$ cat config.mk
export PLATFORM = sky130hd
export DESIGN_NAME = hazard_ctrl_mc
export DESIGN_NICKNAME = d
export VERILOG_FILES = /design/src/rtl/hazard_pkg.sv /design/src/rtl/hazard_fwd_sel.sv /design/src/rtl/hazard_ctrl_mc.sv
export SDC_FILE = /design/constraint.sdc
export NUM_CORES = 1
export LEC_CHECK = 0
export BUFFER_PORTS_ARGS = -buffer_cell sky130_fd_sc_hd__buf_2
export CELL_PAD_IN_SITES_DETAIL_PLACEMENT = 1
export CELL_PAD_IN_SITES_GLOBAL_PLACEMENT = 2
export CORE_ASPECT_RATIO = 1.25
export CORE_MARGIN = 3
export CORE_UTILIZATION = 27
export DETAILED_ROUTE_END_ITERATION = 8
export HOLD_SLACK_MARGIN = 0.03
export PLACE_DENSITY_LB_ADDON = 0.1
export SLEW_MARGIN = 20
export SYNTH_ARGS = -nofsm -noshare
export SYNTH_HDL_FRONTEND = slang
export SYNTH_HIERARCHICAL = 1
export SYNTH_SLANG_ARGS = --single-unit
$ cat constraint.sdc
create_clock -name clk -period 3.71 [get_ports clk]
set_input_delay 0.742 -clock clk [delete_from_list [all_inputs] [get_ports clk]]
set_output_delay 0.742 -clock clk [all_outputs]
set_load 0.01 [all_outputs]
$ cat src/rtl/hazard_pkg.sv
// hazard_pkg: shared types and constants for the hazard/pipeline-control unit.
// Optional feature macro used by hazard_ctrl_mc: HAZARD_PERF_EN.
package hazard_pkg;

  // Default number of producer stages after E (0 = M, 1 = W).
  localparam int FWD_STAGES_DEF = 2;
  // Forward-select width for the default stage count.
  localparam int SEL_W = $clog2(FWD_STAGES_DEF + 1);

  // Default redirect targets.
  localparam logic [31:0] EXC_VEC_DEF   = 32'hbfc0_0380;
  localparam logic [31:0] ERET_CODE_DEF = 32'h0000_000e;

  // excepttype codes as reported by the M stage.
  localparam logic [31:0] EXC_NONE = 32'h0000_0000;
  localparam logic [31:0] EXC_INT  = 32'h0000_0001;
  localparam logic [31:0] EXC_ADEL = 32'h0000_0004;
  localparam logic [31:0] EXC_ADES = 32'h0000_0005;
  localparam logic [31:0] EXC_SYS  = 32'h0000_0008;
  localparam logic [31:0] EXC_BP   = 32'h0000_0009;
  localparam logic [31:0] EXC_RI   = 32'h0000_000a;
  localparam logic [31:0] EXC_OV   = 32'h0000_000c;
  localparam logic [31:0] EXC_ERET = 32'h0000_000e;

  // Exception-redirect FSM states.
  typedef enum logic [0:0] {
    EXC_IDLE = 1'b0,
    EXC_HOLD = 1'b1
  } exc_state_e;

  // Saturating 32-bit increment used by the optional event counters.
  function automatic logic [31:0] sat_inc32(input logic [31:0] val, input logic en);
    logic [31:0] res;
    res = val;
    if (en && (val != 32'hffff_ffff)) begin
      res = val + 32'd1;
    end else begin
      res = val;
    end
    return res;
  endfunction

endpackage

$ cat src/rtl/hazard_fwd_sel.sv
// hazard_fwd_sel: priority encoder matching one source register against the
// destinations of the producer stages after E. The youngest (lowest index)
// writing stage wins; register 0 never matches.
module hazard_fwd_sel #(
  parameter int STAGES = 2,
  parameter int SW     = $clog2(STAGES + 1)
) (
  input  logic [4:0]          src_i,
  input  logic                en_i,
  input  logic [5*STAGES-1:0] wreg_s_i,
  input  logic [STAGES-1:0]   regwrite_s_i,
  output logic [SW-1:0]       sel_o
);

  // Scan oldest to youngest so the youngest match overrides older ones.
  always_comb begin
    sel_o = {SW{1'b0}};
    for (int k = STAGES - 1; k >= 0; k--) begin
      sel_o = (en_i && (src_i != 5'd0) && regwrite_s_i[k] &&
               (wreg_s_i[5*k +: 5] == src_i)) ? SW'(k + 1) : sel_o;
    end
  end

endmodule

$ cat src/rtl/hazard_ctrl_mc.sv
// hazard_ctrl_mc: hazard and pipeline-control unit for the 5-stage MIPS core.
// Drives stall/flush/forward selects, owns the multi-cycle MDU occupancy
// counter and an exception-redirect FSM that defers a flush raised during a
// memory stall. Optional event counters are enabled by HAZARD_PERF_EN.
module hazard_ctrl_mc
  import hazard_pkg::*;
#(
  parameter int          FWD_STAGES = FWD_STAGES_DEF,
  parameter int          MDU_LAT    = 8,
  parameter logic [31:0] EXC_VEC    = EXC_VEC_DEF,
  parameter logic [31:0] ERET_CODE  = ERET_CODE_DEF,
  localparam int         FSEL_W     = $clog2(FWD_STAGES + 1)
) (
  input  logic                    clk,
  input  logic                    resetn,
  input  logic [4:0]              rs_d_i,
  input  logic [4:0]              rt_d_i,
  input  logic                    use_rs_d_i,
  input  logic                    use_rt_d_i,
  input  logic                    early_d_i,
  input  logic [4:0]              rs_e_i,
  input  logic [4:0]              rt_e_i,
  input  logic [4:0]              wreg_e_i,
  input  logic                    regwrite_e_i,
  input  logic                    memtoreg_e_i,
  input  logic [5*FWD_STAGES-1:0] wreg_s_i,
  input  logic [FWD_STAGES-1:0]   regwrite_s_i,
  input  logic [FWD_STAGES-1:0]   ready_s_i,
  input  logic                    mdu_start_e_i,
  input  logic                    inst_stall_i,
  input  logic                    data_stall_i,
  input  logic [31:0]             exc_type_m_i,
  input  logic [31:0]             epc_m_i,
  output logic [FSEL_W-1:0]       fwd_a_d_o,
  output logic [FSEL_W-1:0]       fwd_b_d_o,
  output logic [FSEL_W-1:0]       fwd_a_e_o,
  output logic [FSEL_W-1:0]       fwd_b_e_o,
  output logic                    stall_f_o,
  output logic                    stall_d_o,
  output logic                    stall_e_o,
  output logic                    stall_m_o,
  output logic                    flush_f_o,
  output logic                    flush_d_o,
  output logic                    flush_e_o,
  output logic                    flush_m_o,
  output logic                    flush_w_o,
  output logic [31:0]             new_pc_o,
`ifdef HAZARD_PERF_EN
  output logic [31:0]             perf_hz_cyc_o,
  output logic [31:0]             perf_mem_cyc_o,
  output logic [31:0]             perf_mdu_cyc_o,
`endif
  output logic                    mdu_done_o
);

  // Counter only needs to hold MDU_LAT-1.
  localparam int   MDU_W    = (MDU_LAT > 1) ? $clog2(MDU_LAT) : 1;
  localparam logic MDU_MULT = (MDU_LAT > 1) ? 1'b1 : 1'b0;

  logic [MDU_W-1:0] mdu_cnt_q, mdu_cnt_d;
  exc_state_e       exc_state_q, exc_state_d;
  logic [31:0]      exc_type_q, exc_type_d;
  logic [31:0]      epc_q, epc_d;

  logic        mem_stall;
  logic        live_exc;
  logic        redirect;
  logic [31:0] sel_type;
  logic [31:0] sel_epc;
  logic        mdu_idle;
  logic        mdu_stall;
  logic        hz;
  logic        used_rs, used_rt;
  logic        rdy_a_d, rdy_b_d;

  // ---------------- forward selects ----------------
  hazard_fwd_sel #(.STAGES(FWD_STAGES), .SW(FSEL_W)) u_fwd_a_d (
    .src_i(rs_d_i), .en_i(early_d_i), .wreg_s_i(wreg_s_i),
    .regwrite_s_i(regwrite_s_i), .sel_o(fwd_a_d_o)
  );
  hazard_fwd_sel #(.STAGES(FWD_STAGES), .SW(FSEL_W)) u_fwd_b_d (
    .src_i(rt_d_i), .en_i(early_d_i), .wreg_s_i(wreg_s_i),
    .regwrite_s_i(regwrite_s_i), .sel_o(fwd_b_d_o)
  );
  hazard_fwd_sel #(.STAGES(FWD_STAGES), .SW(FSEL_W)) u_fwd_a_e (
    .src_i(rs_e_i), .en_i(1'b1), .wreg_s_i(wreg_s_i),
    .regwrite_s_i(regwrite_s_i), .sel_o(fwd_a_e_o)
  );
  hazard_fwd_sel #(.STAGES(FWD_STAGES), .SW(FSEL_W)) u_fwd_b_e (
    .src_i(rt_e_i), .en_i(1'b1), .wreg_s_i(wreg_s_i),
    .regwrite_s_i(regwrite_s_i), .sel_o(fwd_b_e_o)
  );

  // Readiness of the stage each D operand is forwarded from (1 when none).
  always_comb begin
    rdy_a_d = 1'b1;
    rdy_b_d = 1'b1;
    for (int k = 0; k < FWD_STAGES; k++) begin
      rdy_a_d = (fwd_a_d_o == FSEL_W'(k + 1)) ? ready_s_i[k] : rdy_a_d;
      rdy_b_d = (fwd_b_d_o == FSEL_W'(k + 1)) ? ready_s_i[k] : rdy_b_d;
    end
  end

  // Data hazard detection: load-use, early operand from E, early operand not ready.
  always_comb begin
    used_rs = use_rs_d_i && (rs_d_i != 5'd0) && (wreg_e_i == rs_d_i);
    used_rt = use_rt_d_i && (rt_d_i != 5'd0) && (wreg_e_i == rt_d_i);
    hz = (memtoreg_e_i && (used_rs || used_rt)) ||
         (early_d_i && regwrite_e_i && (used_rs || used_rt)) ||
         (use_rs_d_i && (fwd_a_d_o != {FSEL_W{1'b0}}) && !rdy_a_d) ||
         (use_rt_d_i && (fwd_b_d_o != {FSEL_W{1'b0}}) && !rdy_b_d);
  end

  // ---------------- exception FSM ----------------
  // Redirect decision, deferral during memory stalls and latch of type/EPC.
  always_comb begin
    mem_stall   = inst_stall_i | data_stall_i;
    live_exc    = (exc_type_m_i != EXC_NONE);
    redirect    = 1'b0;
    sel_type    = exc_type_m_i;
    sel_epc     = epc_m_i;
    exc_state_d = exc_state_q;
    exc_type_d  = exc_type_q;
    epc_d       = epc_q;
    case (exc_state_q)
      EXC_IDLE: begin
        if (live_exc && !mem_stall) begin
          redirect = 1'b1;
        end else if (live_exc) begin
          exc_state_d = EXC_HOLD;
          exc_type_d  = exc_type_m_i;
          epc_d       = epc_m_i;
        end else begin
          exc_state_d = EXC_IDLE;
        end
      end
      EXC_HOLD: begin
        sel_type = exc_type_q;
        sel_epc  = epc_q;
        if (!mem_stall) begin
          redirect    = 1'b1;
          exc_state_d = EXC_IDLE;
        end else begin
          exc_state_d = EXC_HOLD;
        end
      end
      default: begin
        exc_state_d = EXC_IDLE;
      end
    endcase
  end

  // ---------------- MDU occupancy ----------------
  // Load on start when idle, count down while the pipe moves, clear on redirect.
  always_comb begin
    mdu_idle  = (mdu_cnt_q == {MDU_W{1'b0}});
    mdu_cnt_d = mdu_cnt_q;
    if (redirect) begin
      mdu_cnt_d = {MDU_W{1'b0}};
    end else if (mdu_idle) begin
      mdu_cnt_d = mdu_start_e_i ? MDU_W'(MDU_LAT - 1) : {MDU_W{1'b0}};
    end else if (!mem_stall) begin
      mdu_cnt_d = mdu_cnt_q - MDU_W'(1);
    end else begin
      mdu_cnt_d = mdu_cnt_q;
    end
    mdu_stall  = (mdu_idle && mdu_start_e_i && MDU_MULT) || (mdu_cnt_q > MDU_W'(1));
    mdu_done_o = ((mdu_cnt_q == MDU_W'(1)) && !mem_stall) ||
                 (!MDU_MULT && mdu_start_e_i && !mem_stall);
  end

  // ---------------- stall / flush outputs ----------------
  // Redirect flushes everything and releases stalls; otherwise normal stalling.
  always_comb begin
    stall_f_o = 1'b0;
    stall_d_o = 1'b0;
    stall_e_o = 1'b0;
    stall_m_o = 1'b0;
    flush_f_o = 1'b0;
    flush_d_o = 1'b0;
    flush_e_o = 1'b0;
    flush_m_o = 1'b0;
    flush_w_o = 1'b0;
    new_pc_o  = 32'h0000_0000;
    if (redirect) begin
      flush_f_o = 1'b1;
      flush_d_o = 1'b1;
      flush_e_o = 1'b1;
      flush_m_o = 1'b1;
      flush_w_o = 1'b1;
      new_pc_o  = (sel_type == ERET_CODE) ? sel_epc : EXC_VEC;
    end else begin
      stall_m_o = mem_stall;
      stall_e_o = mem_stall | mdu_stall;
      stall_d_o = stall_e_o | hz;
      stall_f_o = stall_e_o | hz;
      flush_e_o = hz & ~stall_e_o;
    end
  end

  // State registers with synchronous active-low reset.
  always_ff @(posedge clk) begin
    if (!resetn) begin
      mdu_cnt_q   <= {MDU_W{1'b0}};
      exc_state_q <= EXC_IDLE;
      exc_type_q  <= 32'h0000_0000;
      epc_q       <= 32'h0000_0000;
    end else begin
      mdu_cnt_q   <= mdu_cnt_d;
      exc_state_q <= exc_state_d;
      exc_type_q  <= exc_type_d;
      epc_q       <= epc_d;
    end
  end

`ifdef HAZARD_PERF_EN
  logic [31:0] perf_hz_q, perf_mem_q, perf_mdu_q;

  // Saturating event counters; flush does not clear them.
  always_ff @(posedge clk) begin
    if (!resetn) begin
      perf_hz_q  <= 32'h0000_0000;
      perf_mem_q <= 32'h0000_0000;
      perf_mdu_q <= 32'h0000_0000;
    end else begin
      perf_hz_q  <= sat_inc32(perf_hz_q, hz & ~(mem_stall | mdu_stall));
      perf_mem_q <= sat_inc32(perf_mem_q, mem_stall);
      perf_mdu_q <= sat_inc32(perf_mdu_q, mdu_stall & ~mem_stall);
    end
  end

  assign perf_hz_cyc_o  = perf_hz_q;
  assign perf_mem_cyc_o = perf_mem_q;
  assign perf_mdu_cyc_o = perf_mdu_q;
`endif

endmodule

# Word level (Yosys, flattened, before mapping)
# Cells that the tools add are included.
# classes
addsub	1
n_lt_le_gt_ge	1
n_eq_ne	17
mux	31
bitwise_logic	8
n_reduce_logical	50
# op_table
op	count
32-bit 2-to-1 mux	4
5-bit equality test	10
32-bit by 4-bit equality test with 1-bit output (second input constant)	1
1-bit logical AND	32
32-bit nonzero test	1
5-bit nonzero test	4
2-bit 2-to-1 mux	8
1-bit 2-to-1 mux	14
3-bit 2-to-1 mux	3
1-bit logical OR	5
2-bit by 1-bit equality test with 1-bit output (second input constant)	2
2-bit equality test (second input constant)	2
1-bit NOT	4
1-bit one-hot mux with 2 select lines	2
2-bit nonzero test	2
3-bit by 1-bit equality test with 1-bit output (second input constant)	1
3-bit by 1-bit greater-than comparator with 1-bit output (second input constant)	1
1-bit zero test	3
3-bit zero test	1
1-bit OR	3
3-bit AND reduction	1
3-bit by 1-bit subtractor with 3-bit output (second input constant)	1
2-bit by 1-bit != test with 1-bit output (second input constant)	1
2-bit OR reduction	1
1-bit bitwise AND	1
# word_totals
reg_bits	68
inputBits	113
output_inout_bits	50
word_cells	112

# Longest topological paths before layout
# Gate-level depths: netlist of run 1.
# logic_depth
ltp_word	15
ltp_mapped	10
mapped_depth_nobuf	9

# By module
# Netlist of run 1, hierarchy kept.
# modules_own_cells
module	n_inst	cells_each	area_per_inst_um2
hazard_ctrl_mc	1	460	3583.4
hazard_fwd_sel	4	18	145.1

# Worst setup path before layout of run 1
# Ideal clock, no wire load.
# synth_timing
path_kind	input to output
start	in rt_d_i[1]
end	out stall_f_o
arrival_time_ns	2.764
path_slack_ns	0.204
stages	10
cell_sequence	or4_1 -> o21ai_2 -> nor3_2 -> nor3_2 -> nor3b_1 -> a21o_1 -> a22oi_1 -> and3_1 -> a21oi_1 -> buf_4
# synth_between
elab_cells_between_ends	29
# synth_lines
element	line_no	text
from (decl)	hazard_ctrl_mc.sv:17	input logic [4:0] rt_d_i,
5-bit nonzero test	hazard_fwd_sel.sv:19	sel_o = (en_i && (src_i != 5'd0) && regwrite_s_i[k] &&
1-bit logical AND (2 in a row)	hazard_fwd_sel.sv:19	
1-bit logical AND *	hazard_fwd_sel.sv:19	
2-bit 2-to-1 mux *	hazard_fwd_sel.sv:20	(wreg_s_i[5*k +: 5] == src_i)) ? SW'(k + 1) : sel_o;
net fwd_b_d_o[0]	hazard_ctrl_mc.sv:35	output logic [FSEL_W-1:0] fwd_b_d_o,
2-bit by 1-bit equality test with 1-bit output	hazard_ctrl_mc.sv:100	rdy_b_d = (fwd_b_d_o == FSEL_W'(k + 1)) ? ready_s_i[k] : rdy_b_d;
1-bit 2-to-1 mux (2 in a row)	hazard_ctrl_mc.sv:100	
1-bit zero test	hazard_ctrl_mc.sv:111	(use_rt_d_i && (fwd_b_d_o != {FSEL_W{1'b0}}) && !rdy_b_d);
1-bit logical AND *	hazard_ctrl_mc.sv:111	
1-bit logical OR *	hazard_ctrl_mc.sv:110	(use_rs_d_i && (fwd_a_d_o != {FSEL_W{1'b0}}) && !rdy_a_d) ||
1-bit OR *	n/a	
1-bit 2-to-1 mux *	n/a	
to (decl)	hazard_ctrl_mc.sv:38	output logic stall_f_o,
# Mark *: on every way through the listed nets, which the timed path passes. The rest lies on a longest branch.

# Worst setup path after layout of run 1
# layout_timing
start	in rs_d_i[1]
end	out flush_e_o
# layout_between
elab_chain_len	15
elab_cells_between_ends	29
# layout_rtl
element	line_no	text
from (decl)	hazard_ctrl_mc.sv:16	input logic [4:0] rs_d_i,
5-bit nonzero test	hazard_fwd_sel.sv:19, hazard_ctrl_mc.sv:106	
1-bit logical AND (3 in a row)	hazard_fwd_sel.sv:19	
2-bit 2-to-1 mux (2 in a row)	hazard_fwd_sel.sv:20	
2-bit by 1-bit equality test with 1-bit output	hazard_ctrl_mc.sv:99	rdy_a_d = (fwd_a_d_o == FSEL_W'(k + 1)) ? ready_s_i[k] : rdy_a_d;
1-bit 2-to-1 mux (2 in a row)	hazard_ctrl_mc.sv:99	
1-bit zero test	hazard_ctrl_mc.sv:110	
1-bit logical AND	hazard_ctrl_mc.sv:110	
1-bit logical OR *	hazard_ctrl_mc.sv:109	(early_d_i && regwrite_e_i && (used_rs || used_rt)) ||
1-bit logical OR *	hazard_ctrl_mc.sv:110	
1-bit bitwise AND *	hazard_ctrl_mc.sv:197	flush_e_o = hz & ~stall_e_o;
1-bit 2-to-1 mux *	hazard_ctrl_mc.sv:185	if (redirect) begin
to (decl)	hazard_ctrl_mc.sv:44	output logic flush_e_o,
# Mark *: on every way between the ends. The rest lies on a longest branch, timed or not.

==> results of run 1 <==
placed cells by master (no fill, tap or decap), drive strengths merged, types with 2 or more instances in the layout:
master / netlist / layout
buf: 19 / 172
nand3: 75 / 75
nand2: 73 / 73
o21ai: 70 / 70
dfxtp: 68 / 68
nor2: 34 / 34
mux2i: 32 / 32
xnor2: 25 / 25
xor2: 24 / 24
nor4: 21 / 21
a21oi: 19 / 19
clkbuf: 20 / 11
nor3: 10 / 10
inv: 7 / 7
nand4: 7 / 7
or4: 5 / 5
ha: 3 / 3
nor4b: 2 / 2
or3: 2 / 2
and3: 2 / 2
o211a: 2 / 2
nor3b: 2 / 2
a21o: 2 / 2
clkinvlp: 0 / 2
conb: 1 / 2
power breakdown:
part	switching [uW]	total (uW)	internal, uW
Sequential	27.6	812	785
Combinational	232	397	165
Clock	317	851	533
kinds of logic (layout without fill, tap and decap cells):
kind of cell,Yosys count,count (layout),synth area share (%)
DFF,68,68,32.7
and+or+nand+nor,235,235,28.3
xor gates and xnor gates,49,49,10.3
muxes,32,32,7.69
buffers and inverters,46,194,6.16
other,1,2,0.0901
adders and majority gates,3,3,0.902
AOI/OAI and AO/OA,98,98,13.8
flip-flops by register name, summed over array words and instances, names as in the netlist:
register and flops:
epc_q 32, mdu_cnt_q 3, exc_state_q 1, exc_type_q 32
stage by stage:
step                instances  setup slack (ns)  total power [uW]  util (%)
detailed placement        848             0.103              1230      33.8
global route              863            0.0380              2170      35.8
finish                    863             0.180              2060      35.8
CTS                       863            0.0969              2100      35.7
floorplan                 533             0.204              1070         -
global placement          848             0.133              1220      33.8
how the worst max path moves through the flow:
stage | from | slack (ns) | to | depth (start not counted)
detailed placement | rt_d_i[1] | 0.10 | stall_d_o | 11
finish | rs_d_i[1] | 0.18 | flush_e_o | 11
global route | rs_d_i[1] | 0.04 | flush_e_o | 11
CTS | rt_d_i[1] | 0.1 | stall_d_o | 11
global placement | rt_d_i[1] | 0.13 | stall_d_o | 11
floorplan | rt_d_i[1] | 0.20 | stall_f_o | 10
area by class of cell:
cell class                      instances  area [sq um]  share of cell area [%]
Clock buffer                           11           243                    4.51
Inverter                                7          26.3                   0.489
Sequential cell                        68          1360                    25.3
Multi-Input combinational cell        419          2570                    47.7
Clock inverter                          4          50.0                   0.931
Timing Repair Buffer                  172           901                    16.8
Tap cell                              182           228                    4.23
worst reg2reg max path, cell delays in order, from the launching register on:
cell     delay, ns
dfxtp_2       0.33
buf_4         0.51
nor2_1        0.26
o31ai_4       0.13
buf_4         0.37
nand3_1       0.12
o21ai_1       0.11
metal layers:
metal  GRT usage (%)  vias to the layer above
met1            17.5                     1971
met4            5.86                        0
li1                -                     2154
met2            30.1                       89
met5               0                        -
met3            3.33                       24
==> flow_summary_export.csv, run 1 <==
group,metric,value,unit
outcome,status,"completed",
sta,setup_viol,0,
worst_setup_path,worstPathRequired,2.97,ns
drt,post_drt_wl_per_cell,15.9,microns
drt,top_layer,"met4",
cells_and_area,design_area,5380,sq um
drt,ant_nets,0,
pwr,p_leak,0.00236,uW
clock_network,numCtsBuffers,9,
global_route,grt_pass1_vias,4337,
cells_and_area,fin_nets,793,
floorplan,die_area,17000,sq um
drt,drt_iter0_drc,129,
placement,gp_congestion,0.805,
sta,rsz0062_at_grt,"false",
worst_setup_path,cp-start-kind,"primary input",
drt,dr_wl_met2,7130,microns
cells_and_area,final_layout_size_suffix_gt1_share,31.0,%
worst_setup_path,path_cells,"buf_2 -> or4_1 -> o21ai_2 -> nor3_2 -> nor3_2 -> nor3b_1 -> a21o_1 -> a22oi_1 -> and3_1 -> o21ai_1 -> buf_2",
drt,route.met3.wl,605,microns
clock_network,post_cts_buffers,0,
global_route,antenna_found_initial,0,
worst_setup_path,r2r_slack,1.80,ns
pwr,powerDensity,383,nW/um^2
drt,firstDrtPassIters,4,
logic_synthesis,synthArstFlopShare,0,%
drt,drcViolationCount,0,
worst_setup_path,worst_path_largest_cell_delay,0.55,ns
worst_hold_path,whs_path_depth,2,
sta,finClkSkew,0.00569,ns
placement,placed_area,5070,sq um
floorplan,start_util,27.7,%
sta,fin_crit,3.53,ns
clock_network,holdBufCountCts,0,
clock_network,cts_tree,"done",
cells_and_area,diodes,0,
worst_setup_path,crit_path_end_kind,"output pin",
worst_setup_path,r2r-end,"exc_type_q[13]",
logic_synthesis,synth_ff_type,"dfxtp_1",
logic_synthesis,yosysWarnings,6,
drt,wl,13700,microns
drt,dr_total_vias,4238,
floorplan,die_w,117,microns
clock_network,path_clk_slew,0.05,ns
sta,fmax,0.283,GHz
worst_setup_path,r2r_cells,6,
flow_run,max_cap_violations,0,
global_route,overflow,0,
logic_synthesis,synth_top_area_share,32.7,%
logic_synthesis,synth_cells,532,
drt,wl_met1,5680,microns
clock_network,clock_path_buffers,2,
worst_setup_path,crit_path_top_delay_cell,"or4_1",
logic_synthesis,synth_most_common_cell,"nand3_1",
floorplan,io_pins,163,
floorplan,dieHeight,145,microns
clock_network,ctsResizeCount,0,
sta,drv_slew,0,
placement,portBuffers,162,
placement,hpwl,10700,microns
clock_network,cts.sinks,68,
drt,viasPerCell,4.91,
worst_setup_path,critPathBufInv,2,
logic_synthesis,synth.area.top_cells,"dfxtp_1, nand3_1, mux2i_1",
worst_setup_path,path_class,"primary input to output pin",
clock_network,htreeDepth,3,
sta,max_slew_margin,48.8,%
global_route,grt_start_max_net_pins,90,
worst_setup_path,arrival,2.79,ns
sta,finalCritPeriodShare,95.1,%
logic_synthesis,yosysSeqAreaShare,32.7,%
logic_synthesis,synth_area,4160,sq um
clock_network,clock_latency,0.33,ns
sta,hold_viol,0,
cells_and_area,fillers,1864,
global_route,grt_pass1_wl,21200,microns
logic_synthesis,ys_ff_latch,68,
floorplan,row_count,50,
worst_setup_path,cp_max_fo,5,
logic_synthesis,synth_enable_flop_cells,0,
worst_hold_path,hold_path_startpoint,"exc_type_q[1]",
worst_setup_path,r2r-start,"exc_state_q",
logic_synthesis,ys_types,42,
floorplan,core_area,15000,sq um
sta,worst_hold_slack,0.447,ns
logic_synthesis,yosysTopAreaCell,"dfxtp_1",
clock_network,cts-root-buf,"clkbuf_16",
logic_synthesis,netlist_top_cells_count,"nand3_1, nand2_1, dfxtp_1, o21ai_1, nor2_1",
sta,tns,0,ns
logic_synthesis,avgSynthCellArea,7.83,sq um
worst_hold_path,hold_class,"flip-flop to flip-flop",
worst_hold_path,hold_end,"exc_type_q[1]",
pwr,peakVddDrop,197,uV
global_route,track_usage,16.0,%
cells_and_area,syn2layout_area_growth,29.1,%
worst_setup_path,crit_family,"simple AND/OR/NAND/NOR gates",
sta,tightest_slew,0.768,ns
Note: power is estimated with default switching activity, not from simulation.
==> run 2: changes to the inputs <==
==> constraint.sdc (replaced) <==
create_clock -name clk -period 3.71 [get_ports clk]
set_input_delay 0.742 -clock clk [delete_from_list [all_inputs] [get_ports clk]]
set_output_delay 0.742 -clock clk [all_outputs]
set_load 0.02 [all_outputs]
==> run 2 against run 1 <==
Net effect: combinational power increased by 3%; first-iteration DRC count increased by 4.7%; final cell count unchanged; wire length decreased by 0.78%.
==> flow_summary_export.csv, run 2 (synthesized netlist as in run 1, its figures left out) <==
group,metric,value,unit
placement,gp_congestion,0.768,
clock_network,clock_latency,0.33,ns
worst_setup_path,cp_max_fo,5,
cells_and_area,layout_commonest_cell,"buf_2",
pwr,p_int,1520,uW
global_route,grt_pass1_vias,4318,
pwr,combPwrFrac,19.4,%
outcome,status,"completed",
sta,fin_crit,3.52,ns
cells_and_area,final_layout_size_suffix_gt1_share,31.1,%
placement,portBuffers,162,
worst_setup_path,arrival,2.78,ns
drt,dr_total_vias,4218,
worst_setup_path,worstPathRequired,2.97,ns
sta,fmax,0.284,GHz
worst_hold_path,hold_path_startpoint,"exc_type_q[8]",
floorplan,row_count,50,
pwr,swShare,27.7,%
clock_network,numCtsBuffers,9,
placement,hpwl,10600,microns
sta,hold_viol,0,
sta,finalCritPeriodShare,94.9,%
pwr,peakVddDrop,172,uV
clock_network,path_clk_slew,0.06,ns
worst_setup_path,cp-start-kind,"primary input",
worst_hold_path,hold_end,"exc_type_q[8]",
floorplan,io_pins,163,
drt,wl,13600,microns
worst_setup_path,path_class,"primary input to output pin",
clock_network,clock_path_buffers,2,
worst_hold_path,hold_class,"flip-flop to flip-flop",
drt,drt_iter0_drc,135,
clock_network,cts_tree,"done",
cells_and_area,multi_input_area,2570,sq um
clock_network,cts.sinks,68,
global_route,grt_pass1_wl,21500,microns
cells_and_area,diodes,0,
floorplan,core_area,15000,sq um
floorplan,start_util,27.7,%
floorplan,dieHeight,145,microns
cells_and_area,regArea,1360,sq um
global_route,track_usage,16.2,%
sta,rsz0062_at_grt,"false",
pwr,pwr-share-seq,38.5,%
sta,drv_slew,0,
global_route,antenna_found_initial,0,
cells_and_area,top_regs,"epc_q: 32 flops, exc_type_q: 32 flops, mdu_cnt_q: 3 flops",
clock_network,htreeDepth,3,
drt,post_drt_wl_per_cell,15.8,microns
drt,drcViolationCount,0,
flow_run,max_cap_violations,0,
worst_setup_path,r2r-end,"exc_type_q[22]",
worst_setup_path,r2r_slack,1.77,ns
worst_setup_path,r2r_cells,6,
floorplan,die_w,117,microns
floorplan,die_area,17000,sq um
worst_hold_path,whs_path_depth,2,
pwr,powerDensity,391,nW/um^2
cells_and_area,fin_nets,792,
pwr,switchingPower,584,uW
cells_and_area,syn2layout_area_growth,29.6,%
sta,max_slew_margin,51.1,%
cells_and_area,mostFrequentLayoutCells,"buf_2, nand3_1, nand2_1",
sta,setup_viol,0,
worst_setup_path,r2r-start,"exc_state_q",
drt,firstDrtPassIters,4,
sta,finClkSkew,0.00798,ns
sta,tns,0,ns
pwr,p_leak,0.00237,uW
sta,worst_hold_slack,0.451,ns
global_route,overflow,0,
worst_setup_path,crit_path_end_kind,"output pin",
cells_and_area,fillers,1861,
drt,viasPerCell,4.89,
drt,ant_nets,0,
global_route,grt_start_max_net_pins,94,
clock_network,cts-root-buf,"clkbuf_16",
pwr,clock_power_share,42.1,%
sta,tightest_slew,0.734,ns
run 2: cell types whose count changed in the layout (fill, tap and decap cells not counted), sizes merged:
| cell | change |
|---|---|
| clkbuf | +2 |
| clkinvlp | -2 |
| buf | -1 |
| clkinv | +1 |
run 2: worst max path at each step:
stage / start / to / depth (start not counted)
finish: rt_d_i[1] / flush_e_o / 12
global route: rs_d_i[1] / flush_e_o / 11
CTS: exc_type_m_i[24] / new_pc_o[15] / 8
detailed placement: exc_type_m_i[24] / new_pc_o[15] / 8
global placement: exc_type_m_i[24] / new_pc_o[3] / 8
floorplan: rt_d_i[1] / flush_e_o / 9
run 2: metal layers:
layer | track usage [%] | up-vias | part of all wire, %
met5 | 0 | - | 0
met4 | 4.83 | 0 | 1.3
met3 | 4.20 | 12 | 5.2
met2 | 29.4 | 99 | 51
met1 | 18.4 | 1952 | 42
li1 | - | 2155 | -
run 2: area by class of cell:
class	count	area share (%)
Tap cell	182	4.22
Clock inverter	3	0.811
Multi-Input combinational cell	419	47.7
Timing Repair Buffer	171	16.6
Sequential cell	68	25.2
Clock buffer	13	5.01
Inverter	7	0.487
run 2: repair_timing:
action	in CTS	in global routing
buffers inserted	0	1
setup endpoints to repair	0	20
hold buffers	0	0
resized for setup	0	3
run 2: metrics by stage:
stage	instance area [sq um]	power [uW]	worst slack [ns]	cells	utilization [%]
after detailed placement	5060	1240	0.107	846	33.7
final	5400	2110	0.188	863	35.9
after CTS	5370	2150	0.0956	862	35.8
after floorplan	4170	1080	0.000982	533	-
after global routing	5400	2240	0.00156	863	35.9
after global placement	5060	1230	0.152	846	33.7
run 2: critical path, cell delays in order:
cell     delay (ns)
buf_2          0.14
or4_1          0.53
o21ai_2        0.20
nor3_2         0.11
nor3_2         0.15
buf_4          0.14
nor2_1         0.03
a21o_1         0.17
a22oi_1        0.12
and3_1         0.20
o21ai_0        0.08
buf_2          0.17
run 2: power groups by stage:
stage | Combinational [uW] | Clock, uW | Sequential (uW)
after floorplan | 260 | 0 | 819
after global placement | 402 | 0 | 826
after detailed placement | 414 | 0 | 828
after CTS | 416 | 925 | 812
after global routing | 459 | 957 | 819
final | 409 | 889 | 812
